--- src/rtl/muldiv_pkg.sv ---
// Shared definitions for the MULT/DIV sequencer: state encoding, HI/LO source
// selectors and exception cause codes.
package muldiv_pkg;

  typedef enum logic [2:0] {
    StIdle   = 3'd0,
    StMStart = 3'd1,
    StMRun   = 3'd2,
    StDStart = 3'd3,
    StDRun   = 3'd4,
    StWb     = 3'd5,
    StExc    = 3'd6
  } state_e;

  localparam logic SEL_MULT = 1'b0;
  localparam logic SEL_DIV  = 1'b1;

  localparam logic CAUSE_DZ = 1'b0;
  localparam logic CAUSE_TO = 1'b1;

  function automatic logic is_run(input state_e st);
    return (st == StMRun) || (st == StDRun);
  endfunction

endpackage

--- src/rtl/muldiv_timer.sv ---
// Cycle counter for the RUN states; flags the last cycle before a timeout.
module muldiv_timer #(
  parameter int unsigned TIMEOUT = 64,
  parameter int unsigned CNT_W   = 7
) (
  input  logic clk_i,
  input  logic rst_ni,
  input  logic clr_i,
  input  logic en_i,
  output logic tc_o
);

  logic [CNT_W-1:0] count_q;

  always_ff @(posedge clk_i or negedge rst_ni) begin
    if (!rst_ni) begin
      count_q <= '0;
    end else if (clr_i) begin
      count_q <= '0;
    end else if (en_i) begin
      count_q <= count_q + CNT_W'(1);
    end
  end

  assign tc_o = (count_q == CNT_W'(TIMEOUT - 1));

endmodule

--- src/rtl/muldiv_seq.sv ---
// Sequencer for the shared multiplier/divider: latches operands, pulses the unit
// start, waits for its end handshake and drives HI/LO writeback or an exception.
module muldiv_seq
  import muldiv_pkg::*;
#(
  parameter int unsigned DATA_W  = 32,
  parameter int unsigned TIMEOUT = 64,
  parameter int unsigned CNT_W   = 7
) (
  input  logic              clk,
  input  logic              rst,
  input  logic              req_mult,
  input  logic              req_div,
  input  logic              flush,
  input  logic [DATA_W-1:0] op_a,
  input  logic [DATA_W-1:0] op_b,
  input  logic              mult_end,
  input  logic              div_end,
  input  logic              div_by_zero,
  output logic [DATA_W-1:0] unit_a,
  output logic [DATA_W-1:0] unit_b,
  output logic              mult_start,
  output logic              div_start,
  output logic              hi_load,
  output logic              lo_load,
  output logic              hi_ctrl,
  output logic              lo_ctrl,
  output logic              busy,
  output logic              done,
  output logic              div_zero,
  output logic              timeout
);

  state_e state_q, state_d;
  logic   sel_d;
  logic   cause_d;
  logic   accept;
  logic   tc;

  muldiv_timer #(
    .TIMEOUT (TIMEOUT),
    .CNT_W   (CNT_W)
  ) u_timer (
    .clk_i  (clk),
    .rst_ni (rst),
    .clr_i  ((state_q == StMStart) || (state_q == StDStart)),
    .en_i   (is_run(state_q)),
    .tc_o   (tc)
  );

  always_comb begin
    state_d = state_q;
    sel_d   = SEL_MULT;
    cause_d = CAUSE_DZ;
    accept  = 1'b0;
    unique case (state_q)
      StIdle: begin
        if (req_mult) begin
          state_d = StMStart;
          accept  = 1'b1;
        end else if (req_div) begin
          if (op_b != '0) begin
            state_d = StDStart;
            accept  = 1'b1;
          end else begin
            state_d = StExc;
            cause_d = CAUSE_DZ;
          end
        end
      end
      StMStart: state_d = StMRun;
      StDStart: state_d = StDRun;
      StMRun: begin
        if (mult_end) begin
          state_d = StWb;
          sel_d   = SEL_MULT;
        end else if (tc) begin
          state_d = StExc;
          cause_d = CAUSE_TO;
        end
      end
      StDRun: begin
        // A late zero flag wins over the end handshake: the quotient is garbage.
        if (div_by_zero) begin
          state_d = StExc;
          cause_d = CAUSE_DZ;
        end else if (div_end) begin
          state_d = StWb;
          sel_d   = SEL_DIV;
        end else if (tc) begin
          state_d = StExc;
          cause_d = CAUSE_TO;
        end
      end
      StWb:    state_d = StIdle;
      StExc:   state_d = StIdle;
      default: state_d = StIdle;
    endcase
    if (flush && (state_q != StIdle)) begin
      state_d = StIdle;
    end
  end

  // Outputs are registered from the next state so they line up with state_q.
  always_ff @(posedge clk or negedge rst) begin
    if (!rst) begin
      state_q    <= StIdle;
      unit_a     <= '0;
      unit_b     <= '0;
      mult_start <= 1'b0;
      div_start  <= 1'b0;
      hi_load    <= 1'b0;
      lo_load    <= 1'b0;
      hi_ctrl    <= 1'b0;
      lo_ctrl    <= 1'b0;
      busy       <= 1'b0;
      done       <= 1'b0;
      div_zero   <= 1'b0;
      timeout    <= 1'b0;
    end else begin
      state_q <= state_d;
      if (accept) begin
        unit_a <= op_a;
        unit_b <= op_b;
      end
      mult_start <= (state_d == StMStart);
      div_start  <= (state_d == StDStart);
      hi_load    <= (state_d == StWb);
      lo_load    <= (state_d == StWb);
      done       <= (state_d == StWb);
      // Selects hold outside WB so HI/LO stay readable through the mux.
      if (state_d == StWb) begin
        hi_ctrl <= sel_d;
        lo_ctrl <= sel_d;
      end
      div_zero <= (state_d == StExc) && (cause_d == CAUSE_DZ);
      timeout  <= (state_d == StExc) && (cause_d == CAUSE_TO);
      busy     <= (state_d != StIdle);
    end
  end

endmodule

--- config.mk ---
export PLATFORM = sky130hd
export DESIGN_NAME = muldiv_seq
export DESIGN_NICKNAME = d
export VERILOG_FILES = /design/src/rtl/muldiv_pkg.sv /design/src/rtl/muldiv_timer.sv /design/src/rtl/muldiv_seq.sv
export SDC_FILE = /design/constraint.sdc
export NUM_CORES = 1
export LEC_CHECK = 0
export BUFFER_PORTS_ARGS = -buffer_cell sky130_fd_sc_hd__buf_2
export CAP_MARGIN = 10
export CORE_MARGIN = 2
export CORE_UTILIZATION = 35
export CTS_BUF_LIST = sky130_fd_sc_hd__clkbuf_8
export DETAILED_ROUTE_END_ITERATION = 8
export GPL_TIMING_DRIVEN = 1
export MAX_ROUTING_LAYER = met4
export PLACE_DENSITY = 0.7
export SYNTH_ARGS = -nofsm -noshare
export SYNTH_HDL_FRONTEND = slang
export SYNTH_SLANG_ARGS = --single-unit
--- constraint.sdc ---
create_clock -name clk -period 2 [get_ports clk]
set_clock_uncertainty 0.05 [all_clocks]
set_input_delay 0.6 -clock clk [delete_from_list [all_inputs] [get_ports clk]]
set_output_delay 0.6 -clock clk [all_outputs]
set_load 0.03 [all_outputs]
## Word level (Yosys, flattened, before mapping)

Index checks and enable logic that the tools add are counted.

- Output and inout bits: 74
- Input port bits: 72
- Register bits: 81
- Logic and storage cells: 55

- $add $sub $neg: 1
- Eq/ne operators: 9
- Bitwise gates (word level): 1
- Reductions and logical operators: 10
- Muxes and demuxes: 23

Operators by type and width:

| kind | number |
|---|---|
| $reduce_bool 32->1 | 1 |
| $mux 3 | 8 |
| $pmux 3 s5 | 1 |
| $mux 7 | 2 |
| $mux 1 | 11 |
| $eq 3x2->1 const B | 3 |
| $eq 3x3->1 const B | 3 |
| $add 7x1->7 const B | 1 |
| $eq 7x6->1 const B | 1 |
| $eq 3x1->1 const B | 2 |
| $reduce_bool 3->1 | 2 |
| $logic_and 1x1->1 | 3 |
| $logic_not 3->1 | 1 |
| $logic_or 1x1->1 | 2 |
| $pmux 1 s2 | 1 |
| $reduce_bool 2->1 | 1 |
| $not 1->1 | 1 |

## Depth between registers and ports, before layout

Gate-level depths: netlist of run 1.

- Depth after elaboration: 8
- Gate-level depth with buffers: 8
- Depth with buffers taken out: 7

## Hierarchy

From an unflattened synthesis of run 1, not the netlist that was laid out.

- Cells, all modules: 361
- Area, all modules: 3777.4 sq um

Modules (own cells, without submodules):

| module | area an instance (sq um) | times used | cells an instance | seq. area each (sq um) |
|---|---|---|---|---|
| muldiv_seq | 3453.3 | 1 | 331 | 1851.8 |
| muldiv_timer | 324.1 | 1 | 30 | 175.2 |

## Worst setup path after synthesis of run 1

Ideal clock, no wire load.

- Path kind: in2reg
- From: in op_b[18]
- To: reg unit_b[10]
- Path buffers: 2
- Required time: 1.825 ns
- Library setup time: 0.125 ns
- Slack: 0.004 ns
- Arrival: 1.821 ns
- Stages on the path: 7
- Cell sequence: nor4_1 > nand4_1 > o21bai_1 > nand2_1 > buf_6 > buf_6 > mux2_4

- Cells in the longest elaborated chain, start to end: 5

RTL lines:

| item | line | text |
|---|---|---|
| start, declared | muldiv_seq.sv:16 | `input logic [DATA_W-1:0] op_b,` |
| $reduce_bool 32->1 | muldiv_seq.sv:62 | `if (op_b != '0) begin` |
| $mux 1 | muldiv_seq.sv:62 |  |
| $mux 1 | muldiv_seq.sv:61 | `end else if (req_div) begin` |
| $mux 1 | muldiv_seq.sv:58 | `if (req_mult) begin` |
| $mux 1 | muldiv_seq.sv:56 | `unique case (state_q)` |
| end signal, assigned | muldiv_seq.sv:124 | `unit_b <= op_b;` |
| end, declared | muldiv_seq.sv:21 | `output logic [DATA_W-1:0] unit_b,` |

No other way between the ends.
A chain may end at the register's enable or synchronous reset.

## Worst setup path in the final report of run 1

- From: in op_b[10]
- To: reg unit_a[7]

- Cells in the longest elaborated chain, start to end: 5

RTL lines:

| item | line | text |
|---|---|---|
| $reduce_bool 32->1 | muldiv_seq.sv:62 |  |
| $mux 1 | muldiv_seq.sv:62 |  |
| $mux 1 | muldiv_seq.sv:61 |  |
| $mux 1 | muldiv_seq.sv:58 |  |
| $mux 1 | muldiv_seq.sv:56 |  |
| end signal, assigned | muldiv_seq.sv:123 | `unit_a <= op_a;` |
| end, declared | muldiv_seq.sv:20 | `output logic [DATA_W-1:0] unit_a,` |

No other way between the ends.

==> out/metrics.cfg, run 1 <==
[cts]
cts_tree=done
clock_latency_ps=350
cts-root-buf=clkbuf_8
path_clk_slew_ps=80
cts_htree_levels=3
clockBufferDepth=2
cts_buffers=9
clock-sinks=81
cts-hold-fix-buffers=0

[timing]
min_period_ps=1932
finalMaxSlewViolations=0
setup_viol=0
grt_setup_unrepaired=true
post-route-period-util_pct=96.59
slew_headroom_pct=69.44
fmax_mhz=517.6
max_slew.worst_pin.slew_ps=458.4
tns_ps=0
hold_viol=0
fin_ws_ps=68.16

[critical_path]
crit_path_max_incr_delay_ps=340
crit_buf_inv=2
crit_required_ps=2180
crit_slowest_cell=nor4_2
critical_path.cell_chain=buf_2, nor4_2, nand4_1, o21bai_2, nand2_4, buf_12, mux2_4
path_delay_family=simple AND/OR/NAND/NOR gates
reg2reg_to=timeout
critPathArrivalTime_ps=2110
worstSetupPathDepth=7
cp-end-kind=flip-flop
rr_startpoint=u_timer.count_q[1]
r2r_slack_ps=120
crit_fanout=24
critical_path_class=input port to flip-flop
reg2regPathDepth=5
worst_setup_path_start_kind=input port

[synth]
synth_seq_cells=81
synthFlopType=dfrtp_1
synth_nets=318
synth_edf_count=0
syn_inst=245
yosysSeqAreaShare_pct=56.66
synth_warnings=0
synth_cell_types=43
syn_area_sq_mm=0.003577
synthArstFlopShare_pct=100.0
syn_area_per_cell_sq_um=14.60

[floorplanning]
die_h_microns=105.1
core-area_sq_mm=0.009864
start_util_pct=36.26
die-area_sq_mm=0.01105
num_io_pins=146
die_x_microns=105.1
row_count=36

[placed_design]
dp_cells=536
place_hpwl_mm=5.857
place.gp.congestion=0.8447
portBuffers=145
placed_cell_area_sq_mm=0.004598
post-place-ws_ps=-598.4

[pwr]
total_power_mw=9.164
power.leakage_nw=2.470
power_switching_mw=3.817
pwr-share-clk_pct=16.2
sw_frac_of_total_pct=41.65
p_seq_share_pct=30.6
ir_drop_uv=825.7
pwr-share-comb_pct=53.1
power_density_mw_per_mm2=1843
internal_power_mw=5.347

[route]
via_count=2591
avgViaCountPerCell=4.685
wire_per_inst_microns=14.98
first_pass_iters=4
wl_mm=8.286
drtIter0Drc=118
drc_errors=0
drtAntennaViolNets=0

[worst_hold_path]
hold_class=input port to async pin

[cells_and_area]
layout.cells.non_filler=553
fin_nets=488
syn2layout_area_growth_pct=38.96
stdcell_area_sq_mm=0.004971
antennaDiodeCount=0
drive_gt1_share_pct=63.33

[global_routing]
grt_pass1_wl_mm=13.25
grt_use_total_pct=15.47
overflow=0
grt_pass1_vias=2710
grt_antenna_before_repair=0
grt_max_degree=82

[flow_run]
maxCapViolCount=0

[status]
status=completed

synth_stat cells (2+ instances only):
master	instances	area share [%]
nor2b_1	2	0.35
mux2_2	15	4.7
o31ai_1	2	0.42
nand4_1	2	0.35
dfrtp_1	81	57
inv_1	5	0.52
mux2_4	49	21
nor4_1	10	1.7
a21o_1	2	0.42
or3_1	2	0.35
nand3_1	3	0.42
o21ai_0	6	0.84
buf_2	2	0.28
buf_8	4	1.7
nand2_1	8	0.84
a21oi_1	7	0.98
buf_6	2	0.63
buf_4	4	0.84
nor3_1	3	0.42
xnor2_1	2	0.49
nand2b_1	4	0.70
nor2_1	8	0.84
or3b_1	2	0.49
worst reg2reg max path: cells and delay by family (launching register included):
family,cells,cell delay [ps]
AO/OA/AOI/OAI,1,210
adder cells (fa/ha/maj),1,210
AND/OR/NAND/NOR,3,920
flip-flops,1,400
kinds of logic after synthesis:
logic type,count (synthesis),synth area share (%)
AO/OA/AOI/OAI,26,4.617
AND/OR/NAND/NOR,50,7.730
multiplexers,65,25.57
XOR/XNOR,3,0.7347
flip-flops,81,56.66
adder cells (fa/ha/maj),2,0.6295
buffers and inverters,18,4.057
layout by cell type (no fill, tap or decap), types with 2 or more instances in the layout:
master,n
buf_2,141
dfrtp_1,81
mux2_4,49
buf_4,24
mux2_2,15
clkbuf_8,10
nor2_1,8
a21oi_1,7
nand2_1,7
o21ai_0,6
inv_1,5
nor4_2,5
nand2b_1,4
nor4_4,4
buf_12,4
nand3_1,3
nor3_1,3
bufinv_16,3
buf_6,3
or3b_1,2
nor2b_1,2
nand4_1,2
o31ai_1,2
a21o_1,2
or3_1,2
xnor2_1,2
clkinvlp_4,2
power groups by stage:
stage / logic, mW / registers (mW) / clock network [mW]
final: 4.87 / 2.81 / 1.49
after global routing: 5.13 / 2.90 / 1.61
after CTS: 4.87 / 2.82 / 1.54
after detailed placement: 4.84 / 2.83 / 0
after global placement: 4.75 / 2.82 / 0
after floorplan: 2.17 / 4.26 / 0
repair_timing:
item                                    4_1_cts  5_1_grt
setup buffers                                 0        1
pin swaps                                     0        1
endpoints found under the setup margin       67       67
resized for setup                             5       15
sequential cells by signal (all words and copies together), names as in the netlist:
| signal | flops |
|---|---|
| div_start | 1 |
| done | 1 |
| busy | 1 |
| lo_ctrl | 1 |
| unit_b | 32 |
| u_timer.count_q | 7 |
| state_q | 3 |
| unit_a | 32 |
| mult_start | 1 |
| timeout | 1 |
| div_zero | 1 |
stage by stage:
| step | hold slack, ps | util [%] |
|---|---|---|
| floorplan | 254.4 | - |
| global placement | 435.1 | 46.61 |
| detailed placement | 436.6 | 46.61 |
| CTS | 226.9 | 49.48 |
| global route | 228.1 | 50.39 |
| finish | 189.5 | 50.39 |
cell type report:
class	count	area (sq um)
Clock buffer	10	137.6
Clock inverter	6	113.9
Fill cell	876	4893
Inverter	5	18.77
Multi-Input combinational cell	146	1508
Sequential cell	81	2027
Tap cell	133	166.4
Timing Repair Buffer	172	999.7
layer usage:
| layer | GRT usage (%) | up-vias | wire [microns] |
|---|---|---|---|
| met1 | 20.09 | 1254 | 3798 |
| met4 | 5.333 | 0 | 102 |
| met3 | 4.055 | 9 | 518 |
| met5 | - | - | 0 |
| met2 | 23.52 | 106 | 3867 |
| li1 | - | 1222 | - |
how the worst max path moves through the flow:
stage | startpoint | endpoint | slack (ps)
final | op_b[10] | unit_a[7] | 70
after global routing | op_b[10] | unit_a[7] | 4
after CTS | op_b[18] | unit_a[7] | 10
after detailed placement | op_b[17] | unit_a[7] | -600
after global placement | op_b[17] | unit_a[20] | -550
after floorplan | op_b[18] | unit_b[10] | 4
(Power assumes the default switching activity.)
==> run 2, diff against run 1 <==
--- a/config.mk
+++ b/config.mk
@@ -14,5 +14,4 @@
 export GPL_TIMING_DRIVEN = 1
 export MAX_ROUTING_LAYER = met4
-export PLACE_DENSITY = 0.7
 export SYNTH_ARGS = -nofsm -noshare
 export SYNTH_HDL_FRONTEND = slang
==> constraint.sdc (replaced) <==
create_clock -name clk -period 2 [get_ports clk]
set_clock_uncertainty 0.05 [all_clocks]
set_input_delay 0.4 -clock clk [delete_from_list [all_inputs] [get_ports clk]]
set_output_delay 0.4 -clock clk [all_outputs]
set_load 0.03 [all_outputs]
==> out/metrics.cfg, run 2 (synthesized netlist as in run 1, its figures left out) <==
[status]
status=completed

[placed_design]
portBuffers=145
post-place-ws_ps=-228.3
dp_cells=539
place_hpwl_mm=6.360
place.gp.congestion=0.8770
placed_cell_area_sq_mm=0.004608

[cells_and_area]
antennaDiodeCount=0
syn2layout_area_growth_pct=36.20
final_cell_mix=buf_2 (144), dfrtp_1 (81), mux2_4 (49)
top_regs=unit_a: 32 flops, unit_b: 32 flops, u_timer.count_q: 7 flops
layout_commonest_cell=buf_2
drive_gt1_share_pct=62.17
stdcell_area_sq_mm=0.004872
multi_input_area_sq_mm=0.001436
nFillCells=895
fin_nets=491
layout.cells.non_filler=556
register_area_sq_mm=0.002027

[floorplanning]
die_h_microns=105.1
die_x_microns=105.1
start_util_pct=36.26
row_count=36
num_io_pins=146
core-area_sq_mm=0.009864
die-area_sq_mm=0.01105

[critical_path]
crit_fanout=32
critical_path_class=input port to flip-flop
crit_slowest_cell=nor4_1
cp-end-kind=flip-flop
worst_setup_path_start_kind=input port
crit_required_ps=2190
worstSetupPathDepth=8
reg2regPathDepth=7
crit_buf_inv=3
crit_path_max_incr_delay_ps=320
critical_path.cell_chain=buf_2, nor4_1, buf_4, nand4_1, o21bai_1, nand2_4, buf_12, mux2_4
critPathArrivalTime_ps=2030
path_delay_family=simple AND/OR/NAND/NOR gates

[pwr]
ir_drop_uv=863.2
power.leakage_nw=2.461
power_density_mw_per_mm2=1856

[timing]
max_slew.worst_pin.slew_ps=355.9
fmax_mhz=543.0
hold_viol=0
fin_ws_ps=158.5
grt_setup_unrepaired=false
tns_ps=0
setup_viol=0
post-route-period-util_pct=92.07
finalMaxSlewViolations=0
slew_headroom_pct=76.05
finalHoldWorstSlack_ps=218.0
min_period_ps=1841

[route]
wire_per_inst_microns=15.43
drtAntennaViolNets=0
drtIter0Drc=88
wl_mm=8.580
via_count=2576
first_pass_iters=4
avgViaCountPerCell=4.633
drc_errors=0

[global_routing]
grt_antenna_before_repair=0
grt_use_total_pct=15.98
grt_pass1_vias=2677
grt_pass1_wl_mm=13.49
grt_max_degree=61
overflow=0

[cts]
clockBufferDepth=2
cts-root-buf=clkbuf_8
cts_tree=done
clock_latency_ps=350
clock-sinks=81
path_clk_slew_ps=100
postCtsSetupBuffers=0
cts_htree_levels=3
cts_buffers=9

[flow_run]
maxCapViolCount=0

[worst_hold_path]
hold_class=input port to flip-flop
hold_path_depth=2

## run 2: stage by stage
stage / util [%] / total power [mW]
after floorplan: - / 6.426
after detailed placement: 46.71 / 7.691
final: 49.39 / 9.041
after global routing: 49.39 / 9.514
after global placement: 46.71 / 7.598
after CTS: 49.15 / 9.118
## run 2: timing repair
action / in CTS / in global routing
hold buffers: 1 / 0
endpoints found under the hold margin: 21 / 0
resized for setup: 0 / 5
endpoints found under the setup margin: 0 / 3
## run 2: cell type report
cell class	count	share of cell area [%]
Sequential cell	81	41.60
Multi-Input combinational cell	146	29.48
Timing Repair Buffer	175	20.39
Tap cell	133	3.416
Clock buffer	9	2.542
Clock inverter	7	2.183
Inverter	5	0.3852
## run 2: worst paths after layout
check,slack (ps),to,startpoint
max reg2reg,170,div_start,state_q[2]
max in group asynchronous,870,unit_a[30],rst
min in group asynchronous,410,unit_a[22],rst
min reg2reg,460,unit_a[0],unit_a[0]
max,160,unit_a[3],op_b[25]
min,220,unit_a[27],op_a[27]
## run 2: report_power, final
group | internal [mW] | switching, mW | total, mW | leakage, nW
Combinational | 2.04 | 2.80 | 4.84 | 1.37
Clock | 0.728 | 0.665 | 1.39 | 0.117
Sequential | 2.40 | 0.409 | 2.81 | 0.976
Total | 5.17 | 3.87 | 9.04 | 2.46
## run 2: worst register-to-register path, stage by stage (launching register included)
cell,delay [ps]
dfrtp_1,400
buf_4,180
or3b_1,400
a21oi_1,130
o22ai_1,110
or2_1,280
inv_1,90
o211a_1,150
## run 2: per-layer routing
layer	up-vias	routed length, microns	track usage [%]
met5	-	0	-
met4	0	202	6.381
met1	1256	3825	19.62
li1	1224	-	-
met2	83	4218	26.30
met3	13	334	2.682
